$ cat src/rtl/spi_image_rx_pkg.sv
// Shared image geometry and receiver state encoding for the OCR SPI front end.
// A 32x32 binary image packs 8 pixels per byte, so one frame is 128 bytes.
package spi_image_rx_pkg;

    localparam int IMG_W      = 32;
    localparam int IMG_H      = 32;
    localparam int IMG_BYTES  = (IMG_W * IMG_H) / 8;
    localparam int IMG_ADDR_W = $clog2(IMG_BYTES);

    typedef enum logic [1:0] {
        RX_IDLE,
        RX_RECV,
        RX_DONE
    } rx_state_t;

endpackage

$ cat src/rtl/spi_image_rx_if.sv
// Bundles the SPI pins, controller handshake and image-buffer write port of spi_image_rx.
// The receiver sits on the slave modport; the controller or bench drives the master side.
interface spi_image_rx_if
    import spi_image_rx_pkg::*;
#(
    parameter int ADDR_W = IMG_ADDR_W
) ();

    logic              SCLK;
    logic              COPI;
    logic              spi_cs_n;
    logic              rx_enable;
    logic              frame_clear;
    logic              buf_we;
    logic [ADDR_W-1:0] buf_addr;
    logic [7:0]        buf_wdata;
    logic              image_done;
    logic              rx_busy;
    logic              overflow_err;

    modport slave (
        input  SCLK,
        input  COPI,
        input  spi_cs_n,
        input  rx_enable,
        input  frame_clear,
        output buf_we,
        output buf_addr,
        output buf_wdata,
        output image_done,
        output rx_busy,
        output overflow_err
    );

    modport master (
        output SCLK,
        output COPI,
        output spi_cs_n,
        output rx_enable,
        output frame_clear,
        input  buf_we,
        input  buf_addr,
        input  buf_wdata,
        input  image_done,
        input  rx_busy,
        input  overflow_err
    );

endinterface

$ cat src/rtl/spi_image_rx_sync_edge_detect.sv
// Multi-flop synchronizer for one asynchronous pin, with edge pulses on the synced value.
// STAGES must be at least 2; rise/fall are combinational from the last stage and its delayed copy.
module sync_edge_detect #(
    parameter int STAGES = 2
) (
    input  logic clk,
    input  logic rst,
    input  logic d,
    output logic q,
    output logic rise,
    output logic fall
);

    logic [STAGES-1:0] chain;
    logic              prev;

    always_ff @(posedge clk or posedge rst) begin
        if (rst) begin
            chain <= '0;
            prev  <= 1'b0;
        end else begin
            chain <= {chain[STAGES-2:0], d};
            prev  <= chain[STAGES-1];
        end
    end

    assign q    = chain[STAGES-1];
    assign rise = chain[STAGES-1] & ~prev;
    assign fall = ~chain[STAGES-1] & prev;

endmodule

$ cat src/rtl/spi_image_rx.sv
// SPI mode-0 slave that assembles MSB-first bytes and writes one binary image into the buffer.
// All outputs are registered; a byte write appears one clk after the synced SCLK edge of its 8th bit.
module spi_image_rx #(
    parameter int IMG_BYTES   = spi_image_rx_pkg::IMG_BYTES,
    parameter int ADDR_W      = spi_image_rx_pkg::IMG_ADDR_W,
    parameter int SYNC_STAGES = 2
) (
    input logic           clk,
    input logic           rst,
    spi_image_rx_if.slave bus
);

    import spi_image_rx_pkg::*;

    localparam logic [ADDR_W-1:0] LAST_ADDR = ADDR_W'(IMG_BYTES - 1);

    logic sclk_rise;
    logic cs_q;
    logic cs_rise;
    logic copi_q;
    logic sclk_q_unused;
    logic sclk_fall_unused;
    logic cs_fall_unused;
    logic copi_rise_unused;
    logic copi_fall_unused;

    sync_edge_detect #(.STAGES(SYNC_STAGES)) u_sync_sclk (
        .clk  (clk),
        .rst  (rst),
        .d    (bus.SCLK),
        .q    (sclk_q_unused),
        .rise (sclk_rise),
        .fall (sclk_fall_unused)
    );

    sync_edge_detect #(.STAGES(SYNC_STAGES)) u_sync_cs (
        .clk  (clk),
        .rst  (rst),
        .d    (bus.spi_cs_n),
        .q    (cs_q),
        .rise (cs_rise),
        .fall (cs_fall_unused)
    );

    sync_edge_detect #(.STAGES(SYNC_STAGES)) u_sync_copi (
        .clk  (clk),
        .rst  (rst),
        .d    (bus.COPI),
        .q    (copi_q),
        .rise (copi_rise_unused),
        .fall (copi_fall_unused)
    );

    rx_state_t         state;
    logic [7:0]        sr;
    logic [2:0]        bit_cnt;
    logic [ADDR_W-1:0] ptr;

    logic       bit_take;
    logic       byte_complete;
    logic [7:0] sr_next;

    // A bit is taken only while the synced select is low; cs_rise implies cs_q=1, so the two never coincide.
    assign bit_take      = sclk_rise & ~cs_q;
    assign sr_next       = {sr[6:0], copi_q};
    assign byte_complete = bit_take && (bit_cnt == 3'd7);

    always_ff @(posedge clk or posedge rst) begin
        if (rst) begin
            state            <= RX_IDLE;
            sr               <= '0;
            bit_cnt          <= '0;
            ptr              <= '0;
            bus.buf_we       <= 1'b0;
            bus.buf_addr     <= '0;
            bus.buf_wdata    <= '0;
            bus.image_done   <= 1'b0;
            bus.rx_busy      <= 1'b0;
            bus.overflow_err <= 1'b0;
        end else begin
            bus.buf_we     <= 1'b0;
            bus.image_done <= 1'b0;
            if (bus.frame_clear) begin
                state            <= RX_IDLE;
                bit_cnt          <= '0;
                ptr              <= '0;
                bus.rx_busy      <= 1'b0;
                bus.overflow_err <= 1'b0;
            end else begin
                case (state)
                    RX_IDLE: begin
                        bit_cnt <= '0;
                        if (bus.rx_enable && !cs_q) begin
                            state       <= RX_RECV;
                            bus.rx_busy <= 1'b1;
                        end
                    end
                    RX_RECV: begin
                        if (!bus.rx_enable) begin
                            state       <= RX_IDLE;
                            bit_cnt     <= '0;
                            bus.rx_busy <= 1'b0;
                        end else if (bit_take) begin
                            sr <= sr_next;
                            if (byte_complete) begin
                                bit_cnt       <= '0;
                                bus.buf_we    <= 1'b1;
                                bus.buf_wdata <= sr_next;
                                bus.buf_addr  <= ptr;
                                // The pointer restarts at the frame end instead of wrapping through.
                                if (ptr == LAST_ADDR) begin
                                    ptr            <= '0;
                                    bus.image_done <= 1'b1;
                                    bus.rx_busy    <= 1'b0;
                                    state          <= RX_DONE;
                                end else begin
                                    ptr <= ptr + ADDR_W'(1);
                                end
                            end else begin
                                bit_cnt <= bit_cnt + 3'd1;
                            end
                        end else if (cs_rise) begin
                            bit_cnt <= '0;
                        end
                    end
                    RX_DONE: begin
                        if (!bus.rx_enable) begin
                            state   <= RX_IDLE;
                            bit_cnt <= '0;
                        end else if (bit_take) begin
                            sr <= sr_next;
                            if (byte_complete) begin
                                bit_cnt          <= '0;
                                bus.overflow_err <= 1'b1;
                            end else begin
                                bit_cnt <= bit_cnt + 3'd1;
                            end
                        end else if (cs_rise) begin
                            bit_cnt <= '0;
                        end
                    end
                    default: begin
                        state       <= RX_IDLE;
                        bit_cnt     <= '0;
                        bus.rx_busy <= 1'b0;
                    end
                endcase
            end
        end
    end

endmodule

$ cat src/flat_wrapper.sv
// flat-port wrapper written by rule: the top's interface ports become plain ports
module spi_image_rx_flat import spi_image_rx_pkg::*;
#(
    parameter int IMG_BYTES   = spi_image_rx_pkg::IMG_BYTES,
    parameter int ADDR_W      = spi_image_rx_pkg::IMG_ADDR_W,
    parameter int SYNC_STAGES = 2
)
  (clk, rst, bus_SCLK, bus_COPI, bus_spi_cs_n, bus_rx_enable, bus_frame_clear, bus_buf_we, bus_buf_addr, bus_buf_wdata, bus_image_done, bus_rx_busy, bus_overflow_err);
  spi_image_rx_if #(.ADDR_W(ADDR_W)) bus_i ();
  input logic clk;
  input logic rst;
  input wire logic [$bits(bus_i.SCLK)-1:0] bus_SCLK;
  input wire logic [$bits(bus_i.COPI)-1:0] bus_COPI;
  input wire logic [$bits(bus_i.spi_cs_n)-1:0] bus_spi_cs_n;
  input wire logic [$bits(bus_i.rx_enable)-1:0] bus_rx_enable;
  input wire logic [$bits(bus_i.frame_clear)-1:0] bus_frame_clear;
  output wire logic [$bits(bus_i.buf_we)-1:0] bus_buf_we;
  output wire logic [$bits(bus_i.buf_addr)-1:0] bus_buf_addr;
  output wire logic [$bits(bus_i.buf_wdata)-1:0] bus_buf_wdata;
  output wire logic [$bits(bus_i.image_done)-1:0] bus_image_done;
  output wire logic [$bits(bus_i.rx_busy)-1:0] bus_rx_busy;
  output wire logic [$bits(bus_i.overflow_err)-1:0] bus_overflow_err;
  assign bus_i.SCLK = bus_SCLK;
  assign bus_i.COPI = bus_COPI;
  assign bus_i.spi_cs_n = bus_spi_cs_n;
  assign bus_i.rx_enable = bus_rx_enable;
  assign bus_i.frame_clear = bus_frame_clear;
  assign bus_buf_we = bus_i.buf_we;
  assign bus_buf_addr = bus_i.buf_addr;
  assign bus_buf_wdata = bus_i.buf_wdata;
  assign bus_image_done = bus_i.image_done;
  assign bus_rx_busy = bus_i.rx_busy;
  assign bus_overflow_err = bus_i.overflow_err;
  spi_image_rx #(.IMG_BYTES(IMG_BYTES), .ADDR_W(ADDR_W), .SYNC_STAGES(SYNC_STAGES)) u_core (.clk(clk), .rst(rst), .bus(bus_i));
endmodule
$ cat config.mk
export PLATFORM = sky130hd
export DESIGN_NAME = spi_image_rx_flat
export DESIGN_NICKNAME = d
export VERILOG_FILES = /design/src/rtl/spi_image_rx_pkg.sv /design/src/rtl/spi_image_rx_if.sv /design/src/rtl/spi_image_rx_sync_edge_detect.sv /design/src/rtl/spi_image_rx.sv /design/src/flat_wrapper.sv
export SDC_FILE = /design/constraint.sdc
export NUM_CORES = 1
export LEC_CHECK = 0
export ABC_AREA = 1
export BUFFER_PORTS_ARGS = -buffer_cell sky130_fd_sc_hd__buf_2
export CAP_MARGIN = 10
export CORE_MARGIN = 2
export CORE_UTILIZATION = 32
export DETAILED_ROUTE_END_ITERATION = 12
export GPL_ROUTABILITY_DRIVEN = 0
export SLEW_MARGIN = 25
export SYNTH_ARGS = -nofsm -noshare
export SYNTH_HDL_FRONTEND = slang
export SYNTH_SLANG_ARGS = --single-unit
$ cat constraint.sdc
create_clock -name clk -period 1.8 [get_ports clk]
set_clock_uncertainty 0.1 [all_clocks]
set_input_delay 0 -clock clk [delete_from_list [all_inputs] [get_ports clk]]
set_output_delay 0 -clock clk [all_outputs]
set_load 0.005 [all_outputs]
== Word-level counts from Yosys, hierarchy flattened ==
Index checks and enable logic that the tools add are counted.
Word-level totals
  register bits after elaboration: 46
  input bits: 7
  output and inout port bits: 19
  logic and storage cells: 94
Cells by class
  $add $sub $neg: 2
  equality and inequality tests: 11
  multiplexer cells: 43
  bitwise operators: 7
  reduce and logical (&&, ||, !) cells: 16
Operator list (count)
  7-bit 2-to-1 mux: 6
  1-bit 2-to-1 mux: 22
  3-bit 2-to-1 mux: 6
  5-bit AND reduction: 3
  2-bit 2-to-1 mux: 7
  4-bit by 3-bit != test with 1-bit output, second input constant: 3
  4-bit AND reduction: 3
  2-bit nonzero test: 5
  7-bit by 1-bit adder with 7-bit output, second input constant: 1
  7-bit equality test, second input constant: 1
  2-bit one-hot mux with 3 select lines: 1
  5-bit by 2-bit != test with 1-bit output, second input constant: 1
  1-bit inverter: 4
  3-bit by 1-bit adder with 3-bit output, second input constant: 1
  1-bit AND: 3
  3-bit equality test, second input constant: 1
  3-bit by 2-bit != test with 1-bit output, second input constant: 1
  3-bit != test, second input constant: 1
  1-bit one-hot mux with 3 select lines: 1
  2-bit by 1-bit equality test with 1-bit output, second input constant: 1
  2-bit equality test, second input constant: 1
  1-bit logical AND: 2
  2-bit zero test: 1
  2-bit != test, second input constant: 1
  other kinds (2): 2

== Longest topological paths before layout ==
  depth after elaboration: 9
  mapped depth: 9
  mapped depth without buffers: 8

== By module ==
A second synthesis with hierarchy kept.
Second synthesis, totals
  cell total of the unflattened synthesis: 225
  area, all modules: 2077.0 sq um
Modules (own cells, without submodules)
  spi_image_rx: times used 1, cells an instance 201, area an instance 1795.5 sq um, sequential area each 950.9 sq um
  sync_edge_detect: times used 3, cells an instance 8, area an instance 93.8 sq um, sequential area each 75.1 sq um

== Worst setup path before layout ==
Ideal clock, no wire load.
  kind: register -> register
  from: reg u_core.bit_cnt[0]
  to: reg u_core.ptr[0]
  setup time: 0.127 ns
  arrival time: 1.268 ns
  required time: 1.573 ns
  setup slack: 0.306 ns
  cell stages (with the launch flop): 9
  buffers on the path: 1
  period minus slack after synthesis: 1.494 ns
  path through: dfrtp_1 -> ha_1 -> ha_1 -> nand4_4 -> buf_6 -> nor2_1 -> nand2_1 -> nand2_1 -> o21ai_0
Between the ends
  longest elaborated chain between the ends: 4
RTL lines
  start: declaration: RTL line spi_image_rx.sv:56  | logic [2:0] bit_cnt;
  start signal: assignment: RTL line spi_image_rx.sv:120  | bit_cnt <= bit_cnt + 3'd1;
  start signal: assignment: RTL line spi_image_rx.sv:136  | bit_cnt <= bit_cnt + 3'd1;
  3-bit equality test: RTL line spi_image_rx.sv:66  | assign byte_complete = bit_take && (bit_cnt == 3'd7);
  1-bit logical AND: RTL line spi_image_rx.sv:66
  2-bit nonzero test (no line)
  4-bit AND reduction (no line)
  end signal: assignment: RTL line spi_image_rx.sv:117  | ptr <= ptr + ADDR_W'(1);
  end: declaration: RTL line spi_image_rx.sv:57  | logic [ADDR_W-1:0] ptr;
Every way passes these cells.
A chain may end at the register's enable or synchronous reset.

== Worst setup path in the final report ==
  from: reg u_core.bit_cnt[0]
  to: reg u_core.bus.buf_wdata[3]
Between the ends
  longest elaborated chain between the ends: 3
RTL lines
  3-bit equality test: RTL line spi_image_rx.sv:66
  1-bit logical AND: RTL line spi_image_rx.sv:66
  5-bit AND reduction (no line)
  end signal: assignment: RTL line spi_image_rx.sv:108  | bus.buf_wdata <= sr_next;
  end: declaration: RTL line spi_image_rx_if.sv:29  | output buf_wdata,
Every way passes these cells.

==> metrics.csv <==
metric;value;unit
outcome;complete, no violations;
Net Switching;0.6372;mW
DRT Wirelength;3.710;mm
Int Power;1.555;mW
Vias/cell;4.461;
first-pass GRT wire length;6.555;mm
critical path launch point type;flip-flop;
Post-Syn Area;0.002038;sq mm
maximum clock frequency;599.5;MHz
Area Overhead vs Synth;17.62;%
Synth top area share;56.48;%
Required @ worst endpoint;1.92;ns
maximum root-to-sink buffer count;2;
Max VDD drop;0.4226;mV
syn nets;226;
Setup CP Type;reg -> reg;
r2r worst-path depth;7;
commonest non-fill, non-tap cell in the layout;nand2_1;
Tightest Pin Transition;0.5038;ns
Worst Path Arrival;1.79;ns
switching portion of total power;29.06;%
Worst Hold Endpoint;u_core.ptr[2];
gr ovfl total;0;
# nets final;266;
worst hold start;bus_rx_enable;
Worst R2R Start;u_core.bit_cnt[0];
final-layout fill cell count;634;
Final Core Density;38.41;%
final hold vios;0;
n_diodes;0;
DR DRC count;0;
Worst setup startpoint;u_core.bit_cnt[0];
Resize count post-CTS;0;
vias in the first global route;1413;
fin area;0.002397;sq mm
Pleak;1.254;nW
DR vias;1472;
site row count;29;
die height;83.81;microns
Min-Delay Path Class;in -> reg;
relative max-transition margin;66.36;%
sequential share of power;56.4;%
crit path max fanout;13;
CP cell instances;ha_1, ha_1, nand4_4, nor2_8, buf_4, nor2_1, a21oi_1;
largest net degree at the start of global routing;26;
Clock power frac;27.3;%
Clock Latency Late Sink;0.29;ns
Slowest Stage Delay on Critical Path;0.36;ns
wire per inst;11.24;microns
CTS Buf Count;5;
antenna violations before repair;0;
Crit path top cell by count;ha_1;
fin cells;330;
dpl cells;315;
RSZ-0062 raised after global routing;yes;
Worst R2R End;u_core.bus.buf_wdata[3];
Initial DRT Pass Iterations;4;
Die ar.;0.007024;sq mm
max_cap viols;0;
synth unique cells;28;
Slew Viols, Final;0;
Initial Utilization;32.66;%
Synth area leader;dfrtp_1;
number of routed nets with antenna violations;0;
DR iter-0 viols;57;
Die Span X;83.81;microns
YS warnings;0;
Global Route met1 Usage;15.89;%
PortBufs;25;
largest cells by area after synthesis;dfrtp_1 56%, nand2_1 9.9%, o21ai_0 4.7%, inv_1 4.1%, ha_1 3.7%;
CTS tree;yes;
global-route usage over all layers;11.60;%
Clock Sinks;46;
crit path time final;1.668;ns
flop2flop setup slack;0.13;ns
core box area;0.006241;sq mm
commonest non-fill, non-tap cells in the layout;54 x nand2_1, 46 x dfrtp_1, 25 x buf_2;
H-tree Lvls;2;
Clock Tree Root;clkbuf_8;
io pins;26;
clk slew on worst S/H paths;0.08;ns
final setup fails;0;
cell depth of the worst hold path;5;
share of cells above drive strength 1;22.53;%
Comb power frac;16.3;%
Post-Synthesis Cells;213;
layer with the highest usage;met2;
GR Util met2;17.53;%
sequential-to-total area share from yosys stat;56.48;%
PD cells;914.4;mW/mm^2
critical path endpoint category;flip-flop;
#FFs+latches synth;46;
M3 GR Usage;3.858;%
placed cell area;0.002245;sq mm
dpl hpwl;2.774;mm
crit path max-delay cell type;dfrtp_1;
setup TNS;0;ns
Hold Worst Slack;0.02080;ns
final worst path period share;92.66;%
Syn Area/Cell;9.569;sq um
## synth_stat cells (all sizes together)
cell type  count
a21oi          9
ha             6
nand3         11
nand3b         1
xor2           2
buf            5
a22o           1
o21ai         24
o2111ai        1
dfrtp         46
o21a           1
nand2         57
inv           25
nand4          2
nor2          21
nor3           1
## flip-flops by register name (all words and copies together), names as in the netlist, 2 cells and up
register	flops
u_core.bit_cnt	3
u_core.bus.buf_addr	7
u_core.ptr	7
u_core.u_sync_sclk.chain	2
u_core.bus.buf_wdata	8
u_core.u_sync_copi.chain	2
u_core.u_sync_cs.chain	2
u_core.sr	7
u_core.state	2
## metrics by stage
stage	power (mW)	setup slack (ns)
after floorplan	1.506	0.3056
after global placement	1.604	0.1434
after detailed placement	1.612	0.08958
after CTS	2.225	0.06065
after global routing	2.348	-0.005363
final	2.192	0.1321
## logic make-up (layout without fill, tap and decap cells)
logic type / count (synthesis) / count (layout) / share of synthesized area (%)
xor+xnor: 2 / 2 / 0.8596
compound gates: 36 / 36 / 9.884
fa+ha+maj: 6 / 6 / 3.683
buf+inv: 30 / 70 / 7.305
flops: 46 / 46 / 56.48
simple gates: 93 / 93 / 21.79
## worst max-delay path by stage
| stage | end | cells past startpoint |
|---|---|---|
| floorplan | u_core.ptr[0] | 8 |
| global placement | u_core.bus.buf_wdata[1] | 7 |
| detailed placement | u_core.bus.buf_wdata[1] | 7 |
| CTS | u_core.bus.buf_wdata[1] | 7 |
| global route | u_core.ptr[0] | 7 |
| finish | u_core.bus.buf_wdata[3] | 7 |
## critical path: cells and delay by family (launching register included)
| kind | cells | cell delay [ns] |
|---|---|---|
| AND/OR/NAND/NOR | 3 | 0.50 |
| flip-flops | 1 | 0.36 |
| adder cells (fa/ha/maj) | 2 | 0.35 |
| buffers and inverters | 1 | 0.17 |
| AO/OA/AOI/OAI | 1 | 0.10 |
## power by group through the flow
stage	Combinational (mW)	Sequential, mW	Clock, mW
2_1_floorplan	0.266	1.24	0
3_3_place_gp	0.348	1.26	0
3_5_place_dp	0.354	1.26	0
4_1_cts	0.363	1.24	0.624
5_1_grt	0.418	1.25	0.676
6_report	0.358	1.24	0.598
## layout make-up
| cell class | count | area, sq um | area share, % |
|---|---|---|---|
| Clock buffer | 6 | 72.57 | 3.027 |
| Clock inverter | 1 | 7.507 | 0.3132 |
| Inverter | 25 | 96.34 | 4.019 |
| Multi-Input combinational cell | 137 | 738.2 | 30.79 |
| Sequential cell | 46 | 1151 | 48.02 |
| Tap cell | 77 | 96.34 | 4.019 |
| Timing Repair Buffer | 38 | 235.2 | 9.812 |
## layer usage
layer / vias to the layer above / wire length, microns / part of all wire, %
met5: - / 0 / 0
met4: 0 / 36 / 0.97
met3: 5 / 115 / 3.1
met2: 18 / 1751 / 47
met1: 687 / 1807 / 49
li1: 762 / - / -
## repair_timing
action / CTS / global route
setup endpoints to repair: 0 / 9
hold endpoints to repair: 32 / 0
buffers inserted: 0 / 3
hold buffers: 5 / 0
(Power assumes the default switching activity.)
